--- src/rtl/sdram_ioctl_loader.sv ---
// sdram_ioctl_loader: turns HPS ioctl download words into SDRAM write requests and passes the CPU memory port through otherwise.
// Latency: ioctl word to SDRAM_WE is at least 2 cycles; each controller write occupies at least 3 cycles (ISSUE, SETTLE, WAIT).
// Backpressure: IOCTL_WAIT is registered and asserts at FIFO_DEPTH-1 entries, leaving one slot for the HPS response lag.
// Ports: SDRAM_CLK/SDRAM_RST (sync, active-high); IOCTL_* download side; LOADING/LOAD_ERR status;
//        M_* memory-interface requests in / ready out; SDRAM_* controller requests out / ready in.
// Optional: define LOADER_CHECKSUM_EN to add CHECKSUM[15:0], the mod-2^16 sum of all pushed IOCTL_DOUT words.
module sdram_ioctl_loader #(
  parameter int          FIFO_DEPTH = 4,
  parameter logic [7:0]  ROM_INDEX  = 8'd0,
  parameter logic [7:0]  BMP_INDEX  = 8'd2
) (
  input  logic        SDRAM_CLK,
  input  logic        SDRAM_RST,
  input  logic        IOCTL_DOWNLOAD,
  input  logic [7:0]  IOCTL_INDEX,
  input  logic [26:0] IOCTL_ADDR,
  input  logic [15:0] IOCTL_DOUT,
  input  logic        IOCTL_WR,
  output logic        IOCTL_WAIT,
  output logic        LOADING,
  output logic        LOAD_ERR,
  input  logic [24:0] M_WADDR,
  input  logic [31:0] M_DIN,
  input  logic [3:0]  M_BE,
  input  logic        M_WE,
  input  logic        M_RD,
  input  logic [24:0] M_RADDR,
  input  logic        M_CLKREF,
  output logic        M_WE_RDY,
  output logic        M_RD_RDY,
  output logic [24:0] SDRAM_WADDR,
  output logic [31:0] SDRAM_DIN,
  output logic [3:0]  SDRAM_BE,
  output logic        SDRAM_WE,
  output logic        SDRAM_RD,
  output logic [24:0] SDRAM_RADDR,
  output logic        SDRAM_CLKREF,
  input  logic        SDRAM_WE_RDY,
  input  logic        SDRAM_RD_RDY
`ifdef LOADER_CHECKSUM_EN
  ,
  output logic [15:0] CHECKSUM
`endif
);

  localparam int AW = $clog2(FIFO_DEPTH);
  localparam int CW = $clog2(FIFO_DEPTH + 1);
  localparam logic [24:0] ROM_BASE  = 25'h000_0000;
  localparam logic [26:0] ROM_LIMIT = 27'h010_0000;
  localparam logic [24:0] BMP_BASE  = 25'h100_0000;
  localparam logic [26:0] BMP_LIMIT = 27'h080_0000;

  typedef struct packed {
    logic [24:0] addr;
    logic [31:0] din;
    logic [3:0]  be;
  } entry_t;

  typedef enum logic [1:0] {S_IDLE, S_ISSUE, S_SETTLE, S_WAIT} state_t;

  state_t         state_q;
  logic           we_q;
  logic           dl_q;
  logic [7:0]     idx_q;
  logic           loading_q, loading_d;
  logic           err_q;
  logic           wait_q;
  logic [AW-1:0]  wr_ptr_q, rd_ptr_q;
  logic [CW-1:0]  count_q, count_d;
  entry_t         mem_q [FIFO_DEPTH];

  logic           start;
  logic [7:0]     idx;
  logic           idx_ok;
  logic [24:0]    base;
  logic [26:0]    limit;
  logic           wr_req, push, pop, drop;
  entry_t         new_entry, head;

  // A write on the very cycle of the rising edge already belongs to the new session.
  assign start = IOCTL_DOWNLOAD & ~dl_q;
  assign idx   = start ? IOCTL_INDEX : idx_q;

  always_comb begin
    idx_ok = 1'b0;
    base   = '0;
    limit  = '0;
    if (idx == ROM_INDEX) begin
      idx_ok = 1'b1;
      base   = ROM_BASE;
      limit  = ROM_LIMIT;
    end else if (idx == BMP_INDEX) begin
      idx_ok = 1'b1;
      base   = BMP_BASE;
      limit  = BMP_LIMIT;
    end
  end

  assign wr_req  = IOCTL_WR & IOCTL_DOWNLOAD;
  assign push    = wr_req & idx_ok & (IOCTL_ADDR < limit) & (count_q != CW'(FIFO_DEPTH));
  assign drop    = wr_req & ~push;
  assign pop     = (state_q == S_WAIT) & SDRAM_WE_RDY;
  assign count_d = count_q + CW'(push) - CW'(pop);

  assign new_entry.addr = base + IOCTL_ADDR[24:0];
  assign new_entry.din  = {2{IOCTL_DOUT}};
  assign new_entry.be   = IOCTL_ADDR[1] ? 4'b1100 : 4'b0011;
  assign head           = mem_q[rd_ptr_q];

  // Start wins over the drain-complete condition so a restart during drain keeps ownership.
  always_comb begin
    loading_d = loading_q;
    if (start)
      loading_d = 1'b1;
    else if (!IOCTL_DOWNLOAD && count_q == '0 && state_q == S_IDLE)
      loading_d = 1'b0;
  end

  // Storage needs no reset: the pointers and count define validity.
  always_ff @(posedge SDRAM_CLK) begin
    if (push) mem_q[wr_ptr_q] <= new_entry;
  end

  always_ff @(posedge SDRAM_CLK) begin
    if (SDRAM_RST) begin
      state_q   <= S_IDLE;
      we_q      <= 1'b0;
      dl_q      <= 1'b0;
      idx_q     <= '0;
      loading_q <= 1'b0;
      err_q     <= 1'b0;
      wait_q    <= 1'b0;
      wr_ptr_q  <= '0;
      rd_ptr_q  <= '0;
      count_q   <= '0;
    end else begin
      dl_q      <= IOCTL_DOWNLOAD;
      loading_q <= loading_d;
      count_q   <= count_d;
      wait_q    <= (count_d >= CW'(FIFO_DEPTH - 1));
      if (start) idx_q <= IOCTL_INDEX;
      if (drop)
        err_q <= 1'b1;
      else if (start)
        err_q <= 1'b0;
      if (push) wr_ptr_q <= wr_ptr_q + AW'(1);
      if (pop)  rd_ptr_q <= rd_ptr_q + AW'(1);
      case (state_q)
        S_IDLE: begin
          if (count_q != '0 && SDRAM_WE_RDY) begin
            state_q <= S_ISSUE;
            we_q    <= 1'b1;
          end
        end
        S_ISSUE: begin
          state_q <= S_SETTLE;
          we_q    <= 1'b0;
        end
        // Controller ready may still reflect the previous request here.
        S_SETTLE: state_q <= S_WAIT;
        S_WAIT:   if (SDRAM_WE_RDY) state_q <= S_IDLE;
        default:  state_q <= S_IDLE;
      endcase
    end
  end

  assign IOCTL_WAIT = wait_q;
  assign LOADING    = loading_q;
  assign LOAD_ERR   = err_q;

  assign SDRAM_WADDR  = loading_q ? head.addr : M_WADDR;
  assign SDRAM_DIN    = loading_q ? head.din  : M_DIN;
  assign SDRAM_BE     = loading_q ? head.be   : M_BE;
  assign SDRAM_WE     = loading_q ? we_q      : M_WE;
  assign SDRAM_RD     = loading_q ? 1'b0      : M_RD;
  assign SDRAM_RADDR  = M_RADDR;
  assign SDRAM_CLKREF = loading_q ? 1'b1      : M_CLKREF;
  assign M_WE_RDY     = loading_q ? 1'b0      : SDRAM_WE_RDY;
  assign M_RD_RDY     = loading_q ? 1'b0      : SDRAM_RD_RDY;

`ifdef LOADER_CHECKSUM_EN
  logic [15:0] sum_q;

  always_ff @(posedge SDRAM_CLK) begin
    if (SDRAM_RST)
      sum_q <= '0;
    else if (start)
      sum_q <= push ? IOCTL_DOUT : 16'd0;
    else if (push)
      sum_q <= sum_q + IOCTL_DOUT;
  end

  assign CHECKSUM = sum_q;
`endif

endmodule

--- config.mk ---
export PLATFORM = sky130hd
export DESIGN_NAME = sdram_ioctl_loader
export DESIGN_NICKNAME = d
export VERILOG_FILES = /design/src/rtl/sdram_ioctl_loader.sv
export SDC_FILE = /design/constraint.sdc
export NUM_CORES = 1
export LEC_CHECK = 0
export BUFFER_PORTS_ARGS = -buffer_cell sky130_fd_sc_hd__buf_2
export CAP_MARGIN = 5
export CORE_MARGIN = 3
export CORE_UTILIZATION = 52
export CTS_CLUSTER_SIZE = 10
export DETAILED_ROUTE_END_ITERATION = 12
export HOLD_SLACK_MARGIN = 0.05
export PLACE_DENSITY = 0.8
export RECOVER_POWER = 50
export SETUP_SLACK_MARGIN = 0.15
export SKIP_LAST_GASP = 1
export SYNTH_ARGS = -nofsm -noshare
export SYNTH_HDL_FRONTEND = slang
export SYNTH_SLANG_ARGS = --single-unit
--- constraint.sdc ---
create_clock -name SDRAM_CLK -period 8.2 [get_ports SDRAM_CLK]
set_input_delay 1.64 -clock SDRAM_CLK [delete_from_list [all_inputs] [get_ports SDRAM_CLK]]
set_output_delay 1.64 -clock SDRAM_CLK [all_outputs]
set_load 0.01 [all_outputs]
==> metrics <==
synth unique cells 40; CP Launch Type register; Post-synth EDFFs 168; all-layer global routing usage 20.5%; syn avg cell area 15.9 µm²; CTS tree yes; CTS clk-pin slew, worst paths 0.06 ns; Worst Path Arrival 3.85 ns; Worst-Margin Slew 1.95 ns; number of diodes 0; worst min path class reg -> reg; P_sw 0.473 mW; clock latency on the worst-skew pair 0.43 ns; Root Driver clkbuf_16; GP Congestion 0.805; CTS resizes 0; Clock power frac 37.5%; share of layout cells above drive strength 1 34.7%; P_int 1.67 mW; Syn Nets 673; fin crit period 5.49 ns; sequential fraction of the synthesis area 67.5%; Post-CTS Setup Bufs 0; Setup Viol. Count Final 0; Final TNS setup 0 ns; share of total power in combinational logic 11.1%; Die ar. 17300 µm²; DRC viols 0; top achievable clock speed 182 MHz; WP data required 6.56 ns; Fin. Hold Viols 0; antenna violations before repair 1; Net count, final 838; Mapped Cells 514; CTS Buf Count 17; CORE AREA 15300 µm²; sw frac 22.1%; grt ovf 0; # port buffers 189; worst-path fanout max 59; async set-reset flop share out of synthesis 0%; detailed placer's ending HPWL 11400 µm; wire per inst 19.1 µm; post-route ant nets 0; Seq cells post-synth 192; iteration count of the initial detailed-routing pass 5; die height 131 µm; unrepaired setup endpoints after global routing false; Die Wd 131 µm; Rel. slew slack -29.8%; # IOs 240; drt via density 5.33; Starting Density 53.5%; CTS Hold Bufs 0; Routed WL 17200 µm; status complete, but fails checks; first-pass GRT wire length 27100 µm; H-tree depth 4; Min Hold Slack 0.458 ns; max-cap violation count 1; Clock Skew 0.00960 ns; Layout area overhead 18.2%; sinks on the clock net 192; Initial DRC Count 349; via count 4816; crit share post-route 67.0%; Slew Limit Fails 60; peak supply drop 0.115 mV; vias in the first global route 5062; Synthesis Warnings 0; Synth Cell Area 8190 µm²; LEAKAGE 3.49 nW; sequential power share 51.4%; critical path endpoint category output port; Clock Tree Buf Depth 2; type of the worst setup path reg -> out; Fillers 1163; failing checks max-capacitance violations, max-slew violations; Pwr Total 2.15 mW; Synth Flop Type edfxtp_1; largest net degree at the start of global routing 60; PD cells 222 nW/µm²; Cell Rows 45; Core Util, Final 63.2%
routing by layer:
layer,share of wire (%),global-route usage [%],vias to the layer above
li1,-,-,2215
met3,7.5,6.36,36
met5,0.075,0,-
met4,2.6,8.81,2
met2,53,36.0,206
met1,37,23.2,2357
cells in the final DEF (no fill, tap or decap), drive strengths merged, types with 2 or more instances in the layout:
cell,netlist,layout
a21o,2,2
mux2i,2,2
ha,12,12
nand3,2,2
buf,31,136
nor4,2,2
clkbuf,17,85
mux4,42,42
edfxtp,168,168
dfxtp,24,24
o21ai,39,39
nor2b,7,7
nand2,35,35
clkinv,0,3
xnor2,4,4
nor2,10,10
nor3,8,8
a21oi,10,10
nand2b,3,3
or2,2,2
bufinv,0,2
inv,51,51
mux2,26,26
nand3b,3,3
path summary, 6_finish.rpt:
check | from | end | slack [ns] | depth (start not counted)
setup reg to reg | dl_q | IOCTL_WAIT | 3.98 | 14
hold reg to reg | we_q | we_q | 0.46 | 2
setup / recovery | LOADING | SDRAM_WADDR[1] | 2.71 | 4
hold / removal | we_q | we_q | 0.46 | 2
layout make-up:
cell class	instances	area (µm²)	area share [%]
flip-flops and latches	192	5530	57.1
multi-input cells	223	2210	22.8
repair buffers	194	908	9.38
clock buffers	27	503	5.20
well taps	211	264	2.73
inverters	51	191	1.98
clock inverters	5	77.6	0.801
flip-flops by register name, summed over array words and instances, names as in the netlist, named ones only:
register	count
idx_q	8
count_q	3
wr_ptr_q	2
we_q	1
mem_q	168
rd_ptr_q	2
IOCTL_WAIT	1
LOADING	1
LOAD_ERR	1
state_q	2
dl_q	1
power groups by stage:
stage / combinational, mW / sequential, mW / clock [mW]
after CTS: 0.247 / 1.10 / 0.818
after floorplan: 0.173 / 1.11 / 0
final: 0.239 / 1.10 / 0.804
after detailed placement: 0.245 / 1.13 / 0
after global placement: 0.234 / 1.12 / 0
after global routing: 0.266 / 1.11 / 0.854
logic make-up after synthesis:
| family | after synthesis | share of synthesized area, % |
|---|---|---|
| flops | 192 | 67.5 |
| buf+inv | 99 | 5.84 |
| simple gates | 76 | 4.42 |
| mux | 70 | 15.4 |
| compound gates | 59 | 4.25 |
| fa+ha+maj | 13 | 2.08 |
| xor+xnor | 5 | 0.535 |
synth_stat cells (all sizes together), types with 4 or more instances:
library cell / n / area (µm²)
nor2: 10 / 37.5
mux2: 26 / 297
inv: 51 / 191
a21oi: 10 / 50.1
nor3: 8 / 40.0
xnor2: 4 / 35.0
buf: 31 / 223
nor2b: 7 / 43.8
clkbuf: 17 / 63.8
edfxtp: 168 / 5040
o21ai: 39 / 195
dfxtp: 24 / 480
mux4: 42 / 946
ha: 12 / 150
nand2: 35 / 131
through the flow:
stage,worst slack (ns),instances,cell area [µm²]
floorplan,1.48,514,8190
global placement,2.71,871,9180
detailed placement,2.53,871,9180
CTS,2.95,903,9760
global route,2.21,903,9680
finish,2.71,903,9680
critical path, stage by stage, from the launching register on:
cell and delay, ns:
dfxtp_1 1.21, clkbuf_1 1.48, nand2_1 0.29, o21ai_0 0.22, buf_2 0.19
(Power assumes the default switching activity.)
